File: src/rtl/irq_pkg.sv
// Shared types and constants for the machine-mode interrupt controller.
package irq_pkg;

   localparam int unsigned IRQ_MAX        = 16;
   localparam int unsigned IRQ_CAUSE_BASE = 16;
   localparam int unsigned MCAUSE_INT_BIT = 31;
   localparam int unsigned IDX_W          = 4;

   typedef enum logic [1:0] {
      StIdle,
      StExc,
      StIrq,
      StIrqExc
   } irq_state_t;

endpackage

File: src/rtl/irq_priority_encoder.sv
// Fixed-priority encoder: the lowest set index of the masked request vector wins.
module irq_priority_encoder
   import irq_pkg::*;
#(
   parameter int unsigned IRQ_NUM = 16
) (
   input  logic [IRQ_NUM-1:0] masked_i,
   output logic [IDX_W-1:0]   sel_idx_o,
   output logic               any_o
);

   // Scan downwards so the final assignment is the lowest set bit.
   always_comb begin
      sel_idx_o = '0;
      for (int i = IRQ_NUM - 1; i >= 0; i--) begin
         if (masked_i[i]) begin
            sel_idx_o = IDX_W'(i);
         end
      end
   end

   assign any_o = |masked_i;

endmodule

File: src/rtl/irq_controller.sv
// Machine-mode interrupt controller with exception nesting and mret acknowledge.
// Define IRQ_EDGE_LATCH_EN for sticky rising-edge request capture; default is level-sensitive.
module irq_controller
   import irq_pkg::*;
#(
   parameter int unsigned IRQ_NUM = 16
) (
   input  logic               clk_i,
   input  logic               rst_ni,
   input  logic               exception_i,
   input  logic               mret_i,
   input  logic [31:0]        mie_i,
   input  logic [IRQ_NUM-1:0] irq_req_i,
   output logic               irq_o,
   output logic [31:0]        irq_cause_o,
   output logic [IRQ_NUM-1:0] irq_ret_o
);

   irq_state_t         state_q, state_d;
   logic [IDX_W-1:0]   cur_idx_q, cur_idx_d;
   logic [IDX_W-1:0]   sel_idx;
   logic [IRQ_NUM-1:0] pend;
   logic [IRQ_NUM-1:0] masked;
   logic               any;
   logic               ret_fire;
   logic [31:0]        cause_val;
   logic               unused_mie;

   // Only the external-interrupt enable bits are consulted.
   assign unused_mie = ^mie_i;

`ifdef IRQ_EDGE_LATCH_EN
   logic [IRQ_NUM-1:0] req_q;
   logic [IRQ_NUM-1:0] pend_q, pend_d;

   // A fresh edge in the acknowledge cycle wins over the clear.
   assign pend_d = (pend_q & ~irq_ret_o) | (irq_req_i & ~req_q);

   always_ff @(posedge clk_i or negedge rst_ni) begin
      if (!rst_ni) begin
         req_q  <= '0;
         pend_q <= '0;
      end else begin
         req_q  <= irq_req_i;
         pend_q <= pend_d;
      end
   end

   assign pend = pend_q;
`else
   assign pend = irq_req_i;
`endif

   assign masked = pend & mie_i[IRQ_CAUSE_BASE +: IRQ_NUM];

   irq_priority_encoder #(
      .IRQ_NUM (IRQ_NUM)
   ) u_prio (
      .masked_i  (masked),
      .sel_idx_o (sel_idx),
      .any_o     (any)
   );

   always_ff @(posedge clk_i or negedge rst_ni) begin
      if (!rst_ni) begin
         state_q   <= StIdle;
         cur_idx_q <= '0;
      end else begin
         state_q   <= state_d;
         cur_idx_q <= cur_idx_d;
      end
   end

   always_comb begin
      state_d   = state_q;
      cur_idx_d = cur_idx_q;
      ret_fire  = 1'b0;
      unique case (state_q)
         StIdle: begin
            if (exception_i) begin
               state_d = StExc;
            end else if (any) begin
               state_d   = StIrq;
               cur_idx_d = sel_idx;
            end
         end
         StExc: begin
            if (!exception_i && mret_i) begin
               state_d = StIdle;
            end
         end
         StIrq: begin
            if (exception_i) begin
               state_d = StIrqExc;
            end else if (mret_i) begin
               state_d  = StIdle;
               ret_fire = rst_ni;
            end
         end
         StIrqExc: begin
            if (!exception_i && mret_i) begin
               state_d = StIrq;
            end
         end
         default: state_d = StIdle;
      endcase
   end

   // Combinational so the CSR block captures the current PC in the same cycle.
   assign irq_o       = rst_ni & (state_q == StIdle) & any & ~exception_i;
   assign cause_val   = 32'(IRQ_CAUSE_BASE) + 32'(sel_idx);
   assign irq_cause_o = irq_o ? (cause_val | (32'd1 << MCAUSE_INT_BIT)) : 32'd0;
   assign irq_ret_o   = ret_fire ? (IRQ_NUM'(1) << cur_idx_q) : '0;

endmodule

File: config.mk
export PLATFORM = sky130hd
export DESIGN_NAME = irq_controller
export DESIGN_NICKNAME = d
export VERILOG_FILES = /design/src/rtl/irq_pkg.sv /design/src/rtl/irq_priority_encoder.sv /design/src/rtl/irq_controller.sv
export SDC_FILE = /design/constraint.sdc
export NUM_CORES = 1
export LEC_CHECK = 0
export BUFFER_PORTS_ARGS = -buffer_cell sky130_fd_sc_hd__buf_2
export CORE_ASPECT_RATIO = 1.25
export CORE_UTILIZATION = 38
export DETAILED_ROUTE_END_ITERATION = 12
export PLACE_DENSITY = 0.87
export SLEW_MARGIN = 20
export SYNTH_ARGS = -nofsm -noshare
export SYNTH_HDL_FRONTEND = slang
export SYNTH_SLANG_ARGS = --single-unit
File: constraint.sdc
create_clock -name clk_i -period 2.6 [get_ports clk_i]
set_clock_uncertainty 0.1 [all_clocks]
set_input_delay 0.52 -clock clk_i [delete_from_list [all_inputs] [get_ports clk_i]]
set_output_delay 0.52 -clock clk_i [all_outputs]
set_load 0.05 [all_outputs]
== After elaboration in Yosys (flattened, before gate mapping) ==
Index checks and enable logic that the tools add are counted.
Widths: inputs -> output; s select.
Cells by class
  muxes and demuxes: 28
  equal/unequal tests: 7
  reduce and logical (&&, ||, !) cells: 6
  bitwise operators: 5
  shift-type cells: 1
  $add $sub $neg: 1
Operators by type and width (count)
  $mux 4: 16
  $mux 32: 1
  $and 16x16->16: 1
  $mux 16: 1
  $reduce_or 16->1: 1
  $shl 1x4->16 const A: 1
  $mux 2: 6
  $pmux 2 s4: 1
  $add 5x4->6 const A: 1
  $ne 3x3->1 const B: 2
  $eq 2x2->1 const B: 2
  $ne 2x2->1 const B: 2
  $reduce_and 4->1: 1
  $and 1x1->1: 3
  $mux 1: 3
  $reduce_and 3->1: 1
  $eq 2x1->1 const B: 1
  $logic_not 2->1: 1
  $logic_and 1x1->1: 1
  $logic_not 1->1: 1
  $not 1->1: 1
Word-level totals
  register bits after elaboration: 6

== Logic depth before layout (Yosys ltp) ==
Gate-level depths: netlist of run 1.
  depth after elaboration: 19
  depth in mapped cells: 6

== Hierarchy ==
A second synthesis of run 1 with hierarchy kept.
Unflattened totals
  cells, all modules: 133
  area total of the unflattened synthesis: 969.7 µm²
By module, submodules not included
  irq_controller: instances 1, cells each 99, area an instance 793.3 µm²
  irq_priority_encoder: instances 1, cells each 34, area an instance 176.4 µm²

== Least setup slack after synthesis of run 1 ==
Ideal clock, no wire load.
  path type: in2out
  start point: input exception_i
  end point: output irq_ret_o[0]
  data arrival time: 2.161 ns
  stages on the path: 4
  buffers on the path: 0
  data required time: 1.980 ns
  setup slack: -0.181 ns
  path through: nor2_1 > nand4_1 > or3_4 > nor3_1
On the way
  word-level cells in the longest chain between the ends: 3
Ends and longest elaborated chain
  start: declaration: RTL line irq_controller.sv:10  | input logic exception_i,
  $mux 1: RTL line irq_controller.sv:93  | if (exception_i) begin
  $mux 1: RTL line irq_controller.sv:78  | unique case (state_q)
  $mux 16: RTL line irq_controller.sv:113  | assign irq_ret_o = ret_fire ? (IRQ_NUM'(1) << cur_idx_q) : '0;
  end: declaration: RTL line irq_controller.sv:16  | output logic [IRQ_NUM-1:0] irq_ret_o
No other way between the ends.

== Final worst setup path of run 1 ==
  start point: register state_q[1]
  end point: output irq_cause_o[0]
On the way
  word-level cells in the longest chain between the ends: 5
Ends and longest elaborated chain
  start: declaration: RTL line irq_controller.sv:19  | irq_state_t state_q, state_d;
  start signal: assignment: RTL line irq_controller.sv:66  | state_q <= StIdle;
  start signal: assignment: RTL line irq_controller.sv:69  | state_q <= state_d;
  $logic_not 2->1: RTL line irq_controller.sv:110  | assign irq_o = rst_ni & (state_q == StIdle) & any & ~exception_i;
  $and 1x1->1 (3 in series): RTL line irq_controller.sv:110
  $mux 32: RTL line irq_controller.sv:112  | assign irq_cause_o = irq_o ? (cause_val | (32'd1 << MCAUSE_INT_BIT)) : 32'd0;
  end: declaration: RTL line irq_controller.sv:15  | output logic [31:0] irq_cause_o,
No other way between the ends.

==> flow_metrics.py, run 1 <==
metrics = {
    "critical_path": {
        "cp_slowest_cell": "dfrtp_1",
        "crit_family": "simple AND/OR/NAND/NOR gates",
        "crit_type": "flop to output port",
        "r2r-start": "state_q[1]$_DFFE_PN0P_",
        "critPathCaptureType": "output port",
        "crit_path_end": "irq_cause_o[0]",
        "reg2reg_depth": 4,
        "cp.arrival_ps": 1740,
        "reg2reg_setup_slack_ps": 1190,
        "cp_slowest_stage_delay_ps": 430,
        "crit_chain": "nor3_4 > o21ai_4 > or2_4 > nor3_2 > buf_2",
        "cp_num_buf_inv": 1,
        "required_ps": 1980,
        "cp.depth": 5,
        "crit_path_start": "state_q[1]$_DFFE_PN0P_",
        "r2r-end": "cur_idx_q[0]$_DFFE_PN0P_",
        "critPathMaxFanout": 4,
        "critPathLaunchType": "flop",
    },
    "finish": {
        "drive_above_1_share_pct": 45.9,
        "diodes": 0,
        "fin_cells": 212,
        "area_growth_pct": 27.9,
        "fin_nets": 235,
        "fillCellCount": 243,
    },
    "sta": {
        "fin_hold_ws_ps": 14.2,
        "setup_viol": 0,
        "finalMaxSlewViolations": 0,
        "layout_setup_ws_ps": 235,
        "fmax_mhz": 423,
        "hold_viol_final": 0,
        "rsz0062_at_grt": "false",
        "fin_crit_ps": 2360,
        "setup_tns_ps": 0,
        "period_share_pct": 91.0,
    },
    "drt": {
        "drtIter0Drc": 14,
        "drt-total-wl_um": 2120,
        "viasPerCell": 4.73,
        "route.detailed.drc": 0,
        "wl_per_cell_um": 9.98,
        "ant_nets": 0,
        "vias": 1002,
        "wl_met2_um": 1160,
        "firstDrtPassIters": 4,
        "route.met3.wl_um": 137,
        "wl_met1_um": 789,
        "top_layer": "met4",
    },
    "synth": {
        "synth-compound-area-share_pct": 29.9,
        "synth.cells.most_frequent": "buf_4, nand2_1, nor2_1",
        "avgSynthCellArea_um2": 7.70,
        "synth-simple-area-share_pct": 30.1,
        "synth_flop_cell": "dfrtp_1",
        "syn_area_um2": 947,
        "synth-adder-area-share_pct": 0,
        "ys_seq_area_share_pct": 15.9,
        "synth_top_family_by_area": "simple AND/OR/NAND/NOR gates",
        "ys_seq_elements": 6,
        "synth_top_area_share_pct": 22.2,
        "synthCells": 123,
        "synth_area_leaders": "buf_4, dfrtp_1, a22oi_2",
        "yosysMostFrequentCell": "buf_4",
        "synthArstFlopShare_pct": 100,
        "ys_warn_count": 0,
        "synthXorXnorAreaFrac_pct": 0,
        "synth_edf_count": 0,
        "synth_top_area_cell": "buf_4",
        "synth_mux_area_share_pct": 0,
        "synth_cell_type_count": 34,
    },
    "power": {
        "peakVddDrop_v": 0.000222,
        "p_per_area_nw_per_um2": 448,
        "p_leak_nw": 0.664,
    },
    "die": {
        "core-area_um2": 2280,
        "dieHeight_um": 57.8,
        "initial_core_util_pct": 41.5,
        "die_area_um2": 2700,
        "die_x_um": 46.7,
        "row_count": 19,
        "ioPinCount": 101,
    },
    "clock_tree": {
        "cts_resized": 0,
        "clk_pin_slew_ps": 50,
        "hold_buffers": 0,
        "htreeDepth": 1,
        "root_buffer": "clkbuf_4",
        "clock_latency_ps": 240,
        "cts_setup_buffers": 0,
        "clockBufferDepth": 2,
        "tritoncts": "built",
        "clkSinkCount": 6,
        "cts_buffers": 3,
    },
    "global_route": {
        "grt_usage_pct": 16.9,
        "grt_overflow": 0,
        "grt_pass1_vias": 893,
        "grt_max_degree": 10,
        "grt_pass1_wl_um": 3420,
        "grt_antenna_before_repair": 0,
    },
    "hold_path": {
        "hp-class": "input port to async pin",
    },
    "placement": {
        "gp_congestion": 0.737,
        "hpwlAfterDp_um": 1880,
        "dp_cells": 209,
        "dp_slack_ps": 270,
        "io_buffers": 58,
    },
    "flow_run": {
        "drv_cap": 0,
    },
    "run_status": {
        "status": "finished, final reports clean",
    },
}
==> stage by stage <==
step                power [W]  utilization [%]  instance area (µm²)
floorplan            0.000419                -                 1070
CTS                  0.000549             53.1                 1210
global route         0.000585             53.1                 1210
finish               0.000543             53.1                 1210
global placement     0.000455             52.1                 1190
detailed placement   0.000461             52.1                 1190
==> sequential cells by signal, summed over array words and instances (netlist names) <==
register / count
cur_idx_q: 4
state_q: 2
==> worst reg2reg max path, delay by kind of cell, from the launching register on <==
kind                   cells  cell delay, ps
DFF                        1             430
AOI/OAI and AO/OA          2             320
and+or+nand+nor            1             290
buffers and inverters      1             160
==> logic make-up (layout without fill, tap and decap cells) <==
group                  count (synthesis)  after routing
AOI/OAI and AO/OA                     30             30
buffers and inverters                 32             65
DFF                                    6              6
other                                  1             26
and+or+nand+nor                       54             54
==> worst min-delay path by stage <==
stage / startpoint / to / slack (ps) / cells past startpoint
finish: rst_ni / state_q[0]$_DFFE_PN0P_ / 10 / 1
global placement: rst_ni / state_q[0]$_DFFE_PN0P_ / 260 / 1
global route: rst_ni / state_q[0]$_DFFE_PN0P_ / 20 / 1
floorplan: rst_ni / cur_idx_q[0]$_DFFE_PN0P_ / 120 / 0
detailed placement: rst_ni / state_q[0]$_DFFE_PN0P_ / 270 / 1
CTS: rst_ni / state_q[0]$_DFFE_PN0P_ / 7 / 1
==> cell type report <==
cell class / count / area [µm²] / share of cell area, %
clock buffers: 3 / 22.5 / 1.86
inverters: 3 / 11.3 / 0.930
multi-input cells: 110 / 691 / 57.0
flip-flops and latches: 6 / 150 / 12.4
well taps: 31 / 38.8 / 3.20
repair buffers: 59 / 298 / 24.6
==> placed cells by master (no fill, tap or decap), drive strengths merged <==
cell    Yosys  routed
a21o        2       2
and2        1       1
buf        28      59
dfrtp       6       6
a32o        2       2
a21oi       2       2
o31ai       1       1
or3         1       1
conb        1      26
nor3        7       7
nor2       17      17
inv         3       3
nand3       2       2
clkbuf      1       3
nand2b      3       3
a22o        2       2
a32oi       1       1
o21ai       6       6
nand4       3       3
nand3b      1       1
nand2      18      18
a222oi      1       1
or2         1       1
a31o        1       1
a31oi       3       3
a22oi       9       9
==> where the power goes <==
part | switching (W) | internal, W | leakage, nW
Combinational | 0.000191 | 0.0000811 | 0.578
Sequential | 0.0000601 | 0.000128 | 0.0728
Clock | 0.0000309 | 0.0000520 | 0.0138
==> per-layer routing <==
metal	GRT usage [%]	up-vias
met4	9.80	0
met2	32.5	53
li1	-	506
met3	0.312	2
met5	0	-
met1	16.8	441
Power figures use the tool's default switching activity.
==> run 2: changes to the inputs <==
==> constraint.sdc (replaced) <==
create_clock -name clk_i -period 3 [get_ports clk_i]
set_clock_uncertainty 0.1 [all_clocks]
set_input_delay 0.6 -clock clk_i [delete_from_list [all_inputs] [get_ports clk_i]]
set_output_delay 0.6 -clock clk_i [all_outputs]
set_load 0.05 [all_outputs]
==> run 2 against run 1 <==
Non-clock buffer count fell by 1. Core utilization fell by 1.4 points. Global-route usage fell by 1.3 points. Critical path depth rose by 1. Sequential power fell by 16%. Final cell count fell by 0.47%. Die area did not move. First-iteration DRC count rose by 21%.
==> flow_metrics.py, run 2 (same netlist as run 1, synthesis figures left out) <==
metrics = {
    "drt": {
        "drtIter0Drc": 17,
        "drt-total-wl_um": 1970,
        "firstDrtPassIters": 4,
        "vias": 986,
        "wl_per_cell_um": 9.32,
        "route.detailed.drc": 0,
        "viasPerCell": 4.67,
        "ant_nets": 0,
    },
    "clock_tree": {
        "clk_pin_slew_ps": 40,
        "clkSinkCount": 6,
        "htreeDepth": 1,
        "root_buffer": "clkbuf_4",
        "clock_latency_ps": 240,
        "cts_buffers": 3,
        "hold_buffers": 0,
        "tritoncts": "built",
        "clockBufferDepth": 2,
        "cts_resized": 0,
        "cts_setup_buffers": 0,
    },
    "global_route": {
        "grt_antenna_before_repair": 0,
        "grt_pass1_wl_um": 3130,
        "grt_max_degree": 10,
        "grt_overflow": 0,
        "grt_usage_pct": 15.6,
        "grt_pass1_vias": 847,
    },
    "placement": {
        "place_area_um2": 1160,
        "hpwlAfterDp_um": 1750,
        "io_buffers": 58,
        "gp_congestion": 0.763,
    },
    "critical_path": {
        "critPathMaxFanout": 8,
        "critPathLaunchType": "input port",
        "cp.arrival_ps": 1830,
        "required_ps": 2300,
        "crit_type": "input port to output port",
        "critPathCaptureType": "output port",
    },
    "power": {
        "p_total_w": 0.000460,
        "p_per_area_nw_per_um2": 390,
        "peakVddDrop_v": 0.000207,
        "p_leak_nw": 0.648,
    },
    "finish": {
        "diodes": 0,
        "area_growth_pct": 24.4,
        "largest_reg_flops": 4,
        "layout_commonest_cell": "buf_2",
        "mostFrequentLayoutCells": "buf_2, conb_1, nand2_1",
        "fin_nets": 234,
        "stdcell_area_um2": 1180,
        "reg_top3": "cur_idx_q x4, state_q x2",
        "final_util_pct": 51.6,
        "drive_above_1_share_pct": 42.8,
        "regMostFlops": "cur_idx_q",
    },
    "die": {
        "dieHeight_um": 57.8,
        "die_x_um": 46.7,
        "initial_core_util_pct": 41.5,
        "core-area_um2": 2280,
        "die_area_um2": 2700,
        "row_count": 19,
        "ioPinCount": 101,
    },
    "sta": {
        "fmax_mhz": 396,
        "hold_viol_final": 0,
        "period_share_pct": 84.3,
        "setup_viol": 0,
        "setup_tns_ps": 0,
        "finalMaxSlewViolations": 0,
        "fin_crit_ps": 2530,
        "rsz0062_at_grt": "false",
    },
    "flow_run": {
        "drv_cap": 0,
    },
    "run_status": {
        "status": "finished, final reports clean",
    },
    "hold_path": {
        "hp-class": "input port to async pin",
    },
}
==> run 2: changes by cell type in the layout (fill, tap and decap cells not counted) <==
cell	previous run	this run
nor3_1	0	5
buf_4	1	0
nor3_2	6	1
==> run 2: final cells by class <==
cell class                      count  area, µm²
Tap cell                           31       38.8
Inverter                            3       11.3
Sequential cell                     6        150
Clock buffer                        3       22.5
Timing Repair Buffer               58        290
Multi-Input combinational cell    110        666
Fill cell                         259       1100
==> run 2: worst paths after layout <==
check | slack (ps) | cells after the start | from | end
min reg2reg | 460 | 1 | state_q[0]$_DFFE_PN0P_ | state_q[0]$_DFFE_PN0P_
max in group asynchronous | 2540 | 1 | rst_ni | cur_idx_q[2]$_DFFE_PN0P_
min in group clk_i | 460 | 1 | state_q[0]$_DFFE_PN0P_ | state_q[0]$_DFFE_PN0P_
max | 470 | 6 | exception_i | irq_cause_o[0]
min | 90 | 1 | rst_ni | state_q[0]$_DFFE_PN0P_
max reg2reg | 1750 | 3 | state_q[1]$_DFFE_PN0P_ | cur_idx_q[0]$_DFFE_PN0P_
==> run 2: worst max-delay path, stage by stage <==
cell and delay, ps:
buf_2 130, nor3_4 270, o21ai_4 130, or2_4 260, nor3_2 160, buf_2 290
==> run 2: per-stage QoR <==
| step | std cells | hold slack, ps | setup slack (ps) |
|---|---|---|---|
| after floorplan | 148 | 204 | 58.9 |
| after global placement | 208 | 346 | 465 |
| after detailed placement | 208 | 351 | 467 |
| after CTS | 211 | 89.1 | 453 |
| after global routing | 211 | 96.3 | 364 |
| final | 211 | 91.3 | 472 |
==> run 2: per-layer routing <==
| layer | routed length (µm) | share of wire, % | GRT usage [%] | vias to the layer above |
|---|---|---|---|---|
| li1 | - | - | - | 501 |
| met1 | 780 | 40 | 16.3 | 418 |
| met2 | 979 | 50 | 27.6 | 61 |
| met3 | 154 | 7.8 | 1.87 | 6 |
| met4 | 53 | 2.7 | 10.6 | 0 |
| met5 | 0 | 0 | 0 | - |
==> run 2: power breakdown <==
| part | internal [W] | total [W] | switching, W |
|---|---|---|---|
| sequential | 0.000111 | 0.000158 | 0.0000467 |
| combinational | 0.0000684 | 0.000230 | 0.000161 |
| clock | 0.0000451 | 0.0000728 | 0.0000277 |
